## src/rtl/prbs_pkg.sv

```systemverilog
// prbs_pkg: shared encodings and default constants for the PRBS sequencer
package prbs_pkg;
    localparam int PRBS_WIDTH = 31;
    localparam int PRBS_TAP   = 27;

    typedef enum logic [1:0] {
        OP_LOAD  = 2'b00,
        OP_RUN_N = 2'b01,
        OP_FREE  = 2'b10,
        OP_RSVD  = 2'b11
    } op_e;

    typedef enum logic [1:0] {
        ST_IDLE = 2'b00,
        ST_RUN  = 2'b01,
        ST_FREE = 2'b10
    } state_e;
endpackage

```

## src/rtl/prbs_step.sv

```systemverilog
// prbs_step: LFSR register with zero-guarded load and single-step enable
module prbs_step
    import prbs_pkg::*;
#(
    parameter int WIDTH = PRBS_WIDTH,
    parameter int TAP   = PRBS_TAP
) (
    input  logic             clk,
    input  logic             rst_n,
    input  logic             load_i,
    input  logic [WIDTH-1:0] seed_i,
    input  logic             step_i,
    output logic [WIDTH-1:0] state_o,
    output logic             msb_o
);
    logic [WIDTH-1:0] lfsr_q;

    // a zero seed would lock the LFSR, so it is replaced by 1; load wins over step
    always_ff @(posedge clk or negedge rst_n) begin
        if (!rst_n)
            lfsr_q <= WIDTH'(1);
        else if (load_i)
            lfsr_q <= (seed_i == '0) ? WIDTH'(1) : seed_i;
        else if (step_i)
            lfsr_q <= {lfsr_q[WIDTH-2:0], lfsr_q[WIDTH-1] ^ lfsr_q[TAP]};
    end

    assign state_o = lfsr_q;
    assign msb_o   = lfsr_q[WIDTH-1];
endmodule

```

## src/rtl/prbs_seq_ctrl.sv

```systemverilog
// prbs_seq_ctrl: command FSM streaming PRBS bits over valid/ready
module prbs_seq_ctrl
    import prbs_pkg::*;
#(
    parameter int WIDTH = PRBS_WIDTH,
    parameter int TAP   = PRBS_TAP,
    parameter int CNT_W = 16
) (
    input  logic             clk,
    input  logic             rst_n,
    input  logic             cmd_valid,
    output logic             cmd_ready,
    input  logic [1:0]       cmd_op,
    input  logic [CNT_W-1:0] cmd_arg,
    input  logic [WIDTH-1:0] seed_in,
    input  logic             abort,
    output logic             out_bit,
    output logic             out_valid,
    input  logic             out_ready,
    output logic             busy,
    output logic             done,
    output logic             err_seed,
    output logic [WIDTH-1:0] lfsr_state
);
    state_e           state_q, state_d;
    logic [CNT_W-1:0] cnt_q, cnt_d;
    logic             done_q, done_d;
    logic             err_q, err_d;
    logic             load;
    logic             hs;
    logic             cmd_acc;

    assign cmd_ready = (state_q == ST_IDLE);
    assign out_valid = (state_q != ST_IDLE);
    assign busy      = out_valid;
    assign hs        = out_valid && out_ready;
    assign cmd_acc   = cmd_valid && cmd_ready;
    assign done      = done_q;
    assign err_seed  = err_q;

    prbs_step #(.WIDTH(WIDTH), .TAP(TAP)) u_step (
        .clk    (clk),
        .rst_n  (rst_n),
        .load_i (load),
        .seed_i (seed_in),
        .step_i (hs),
        .state_o(lfsr_state),
        .msb_o  (out_bit)
    );

    // state, run counter and flags
    always_ff @(posedge clk or negedge rst_n) begin
        if (!rst_n) begin
            state_q <= ST_IDLE;
            cnt_q   <= '0;
            done_q  <= 1'b0;
            err_q   <= 1'b0;
        end else begin
            state_q <= state_d;
            cnt_q   <= cnt_d;
            done_q  <= done_d;
            err_q   <= err_d;
        end
    end

    // next state: commands only in IDLE; RUN leaves on its last handshake since cnt is never below 1 there
    always_comb begin
        state_d = state_q;
        cnt_d   = cnt_q;
        done_d  = 1'b0;
        err_d   = err_q;
        load    = 1'b0;
        case (state_q)
            ST_IDLE: begin
                if (cmd_acc) begin
                    case (op_e'(cmd_op))
                        OP_LOAD: begin
                            load   = 1'b1;
                            done_d = 1'b1;
                            err_d  = (seed_in == '0);
                        end
                        OP_RUN_N: begin
                            cnt_d   = cmd_arg;
                            done_d  = (cmd_arg == '0);
                            state_d = (cmd_arg == '0) ? ST_IDLE : ST_RUN;
                        end
                        OP_FREE: state_d = ST_FREE;
                        default: ;
                    endcase
                end
            end
            ST_RUN: begin
                cnt_d = hs ? cnt_q - CNT_W'(1) : cnt_q;
                if (abort || (hs && cnt_q == CNT_W'(1))) begin
                    state_d = ST_IDLE;
                    done_d  = 1'b1;
                end
            end
            ST_FREE: begin
                if (abort) begin
                    state_d = ST_IDLE;
                    done_d  = 1'b1;
                end
            end
            default: state_d = ST_IDLE;
        endcase
    end
endmodule
```

## config.mk

```make
export PLATFORM = sky130hd
export DESIGN_NAME = prbs_seq_ctrl
export DESIGN_NICKNAME = d
export VERILOG_FILES = /design/src/rtl/prbs_pkg.sv /design/src/rtl/prbs_step.sv /design/src/rtl/prbs_seq_ctrl.sv
export SDC_FILE = /design/constraint.sdc
export NUM_CORES = 1
export LEC_CHECK = 0
export CAP_MARGIN = 25
export CORE_MARGIN = 1
export CORE_UTILIZATION = 35
export CTS_CLUSTER_DIAMETER = 30
export CTS_CLUSTER_SIZE = 24
export DETAILED_ROUTE_END_ITERATION = 16
export PLACE_DENSITY = 0.74
export SETUP_SLACK_MARGIN = 0.1
export SYNTH_ARGS = -nofsm -noshare
export SYNTH_HDL_FRONTEND = slang
export SYNTH_SLANG_ARGS = --single-unit
```

## constraint.sdc

```tcl
create_clock -name clk -period 3.81 [get_ports clk]
set_clock_uncertainty 0.15 [all_clocks]
set_input_delay 0.9525 -clock clk [delete_from_list [all_inputs] [get_ports clk]]
set_output_delay 0.9525 -clock clk [all_outputs]
set_load 0.05 [all_outputs]
```

==> reports/metrics.yaml <==
synth_nets: 336
finalNonFillerCells: 461
holdWs_ps: 389
cts_hold_buf: 0
post-route-util: 0.491
cp.depth: 3
syn_avg_cell_area_um2: 10.2
mostFrequentLayoutCell: "clkdlybuf4s50_1"
via_per_inst: 5.85
async_flop_share: 1.00
holdCritStartpoint: "u_step.state_o[2]"
root_buffer: "clkbuf_8"
rows: 32
synthFlopType: "dfrtp_1"
drc_errors: 0
register_area_um2: 1280
syn_area_um2: 2870
post_drt_wl_per_cell_um: 17.0
post-cts-setup-buffers: 0
clk_latency_ps: 310
max_stage_delay_ps: 800
crit_required_ps: 2710
r2r_slack_ps: 1360
rsz0062_at_grt: "no"
place_ws_ps: 519
finalSetupViolCount: 0
grt_pass1_vias: 2514
grt_start_max_net_pins: 32
ir_drop_uv: 219
yosysSeqAreaShare: 0.446
clock.fmax_ghz: 0.312
critical_path_class: "reg -> out"
cts_tree: "yes"
route.final.wire_length_um: 7840
leakage_nw: 1.60
die_width_um: 92.5
numPortBuffers: 90
start_util: 0.367
start_kind: "register"
ctsResizeCount: 0
synth_cell_type_count: 53
die_h_um: 92.5
clock_path_buffers: 2
grtUsageTotal: 0.190
cp_slowest_cell: "clkdlybuf4s50_1"
slew_headroom: 0.397
r2r-end: "u_step.state_o[8]"
cp.arrival_ps: 2100
firstDrtPassIters: 4
hold_viol_final: 0
reg2regPathDepth: 5
setup.worst_path.end: "cmd_ready"
layout-drive-gt1-share: 0.0975
layout_min_cycle_time_ps: 3200
post_dp_cell_area_um2: 3740
clkTransAtPathRegs_ps: 100
crit_fanout: 11
grt_overflow_total: 0
fin_ws_ps: 608
final_area_um2: 3840
r2r_start: "state_q[0]"
drv_cap: 0
hold_class: "reg -> reg"
status: "finished, final reports clean"
n_antenna_cell: 0
synth-seq-cells: 51
dieArea_um2: 8550
hold_depth: 1
first_iter_violations: 101
path_cells: "or2_1 > inv_1 > clkdlybuf4s50_1"
coreArea_um2: 7810
crit_buf_inv: 2
final_cell_mix: "clkdlybuf4s50_1, dfrtp_1, a221o_1, and3_2, nor2_1"
tns_ps: 0
crit_family: "buffers and inverters"
num-nets-final: 414
antenna_found_initial: 0
multiInputGateArea_um2: 1380
ys_warn_count: 0
power-per-cell-area_nw_per_um2: 670
numCtsBuffers: 5
post-dp-hpwl_um: 5830
dp.cells: 453
crit_path_start: "state_q[0]"
grt_first_pass_wirelength_um: 13000
vias: 2697
io-pin-count: 91
syn2layout_area_growth_pct: 33.9
worstSetupEndpointType: "output port"
tightest_slew_ps: 903
synth_edf_count: 0
final-max-slew-violation-count: 0
final_antenna_net_count: 0
power.total_mw: 2.57
place_congestion: 0.849
finalCritPeriodShare: 0.840
syn_inst: 280
fillCellCount: 718
clock-sinks: 51
htreeDepth: 2
## synth_stat cells (2+ instances only)
cell type | n | area, um^2
dfrtp_1 | 50 | 1250
a221o_1 | 27 | 270
and3_2 | 19 | 143
nor2_1 | 16 | 60.1
a21oi_1 | 15 | 75.1
clkbuf_1 | 11 | 41.3
nor4_1 | 11 | 68.8
o21ai_0 | 11 | 55.1
and3_1 | 10 | 62.6
nand2_1 | 10 | 37.5
buf_4 | 6 | 45.0
inv_1 | 6 | 22.5
nor3_1 | 6 | 30.0
o22a_1 | 6 | 52.6
or4_1 | 6 | 45.0
nand4_1 | 5 | 31.3
a22oi_1 | 4 | 30.0
mux2i_1 | 4 | 40.0
o21ai_1 | 4 | 20.0
buf_6 | 3 | 33.8
buf_8 | 3 | 45.0
nand3_1 | 3 | 15.0
o211ai_1 | 3 | 22.5
a2bb2oi_1 | 2 | 17.5
a31oi_1 | 2 | 12.5
a32oi_1 | 2 | 17.5
a41oi_1 | 2 | 17.5
and2_1 | 2 | 12.5
ha_1 | 2 | 25.0
nand2b_1 | 2 | 12.5
nor3b_1 | 2 | 15.0
o22ai_1 | 2 | 12.5
o311ai_1 | 2 | 17.5
or2_1 | 2 | 12.5
## per-layer routing
layer / wire length, um / global-route usage / share of wire
met1: 3550 / 0.271 / 0.45
met2: 3600 / 0.299 / 0.46
met3: 645 / 0.0378 / 0.082
met4: 55 / 0.0404 / 0.0070
met5: 0 / 0 / 0
## how the worst min path moves through the flow
stage,end,slack [ps]
final,u_step.state_o[2],390
after global routing,cnt_q[8],400
after floorplan,cnt_q[8],330
after global placement,cnt_q[8],350
after CTS,cnt_q[8],390
after detailed placement,cnt_q[8],360
## cell families (layout without fill, tap and decap cells)
| kind of cell | count (synthesis) | in the layout | share of synthesized area |
|---|---|---|---|
| AOI/OAI and AO/OA | 90 | 90 | 0.241 |
| xor gates and xnor gates | 1 | 1 | 0.00306 |
| adders and majority gates | 2 | 2 | 0.00873 |
| buffers and inverters | 30 | 109 | 0.0725 |
| DFF | 51 | 51 | 0.446 |
| muxes | 5 | 5 | 0.0179 |
| and+or+nand+nor | 101 | 101 | 0.211 |
## area by class of cell
class                           instances  area share
Multi-Input combinational cell        199       0.360
Sequential cell                        51       0.333
Tap cell                              102      0.0333
Clock inverter                          3     0.00685
Inverter                                6     0.00587
Clock buffer                            5      0.0179
Timing Repair Buffer                   95       0.243
## flip-flops by register name, summed over array words and instances (netlist names)
name            flops
cnt_q              16
u_step.state_o     31
done                1
err_seed            1
state_q             2
## where the power goes
group	switching (mW)	internal, mW	total (mW)
registers	0.199	0.739	0.937
logic	0.799	0.499	1.30
clock network	0.199	0.136	0.334
## worst register-to-register path, cell delays in order (launching register included)
cell     delay [ps]
dfrtp_1         500
or4b_1          610
or2_1           370
o21ba_1         270
buf_4           270
a221o_1         210
No activity file was read; power rests on OpenSTA's default activity.
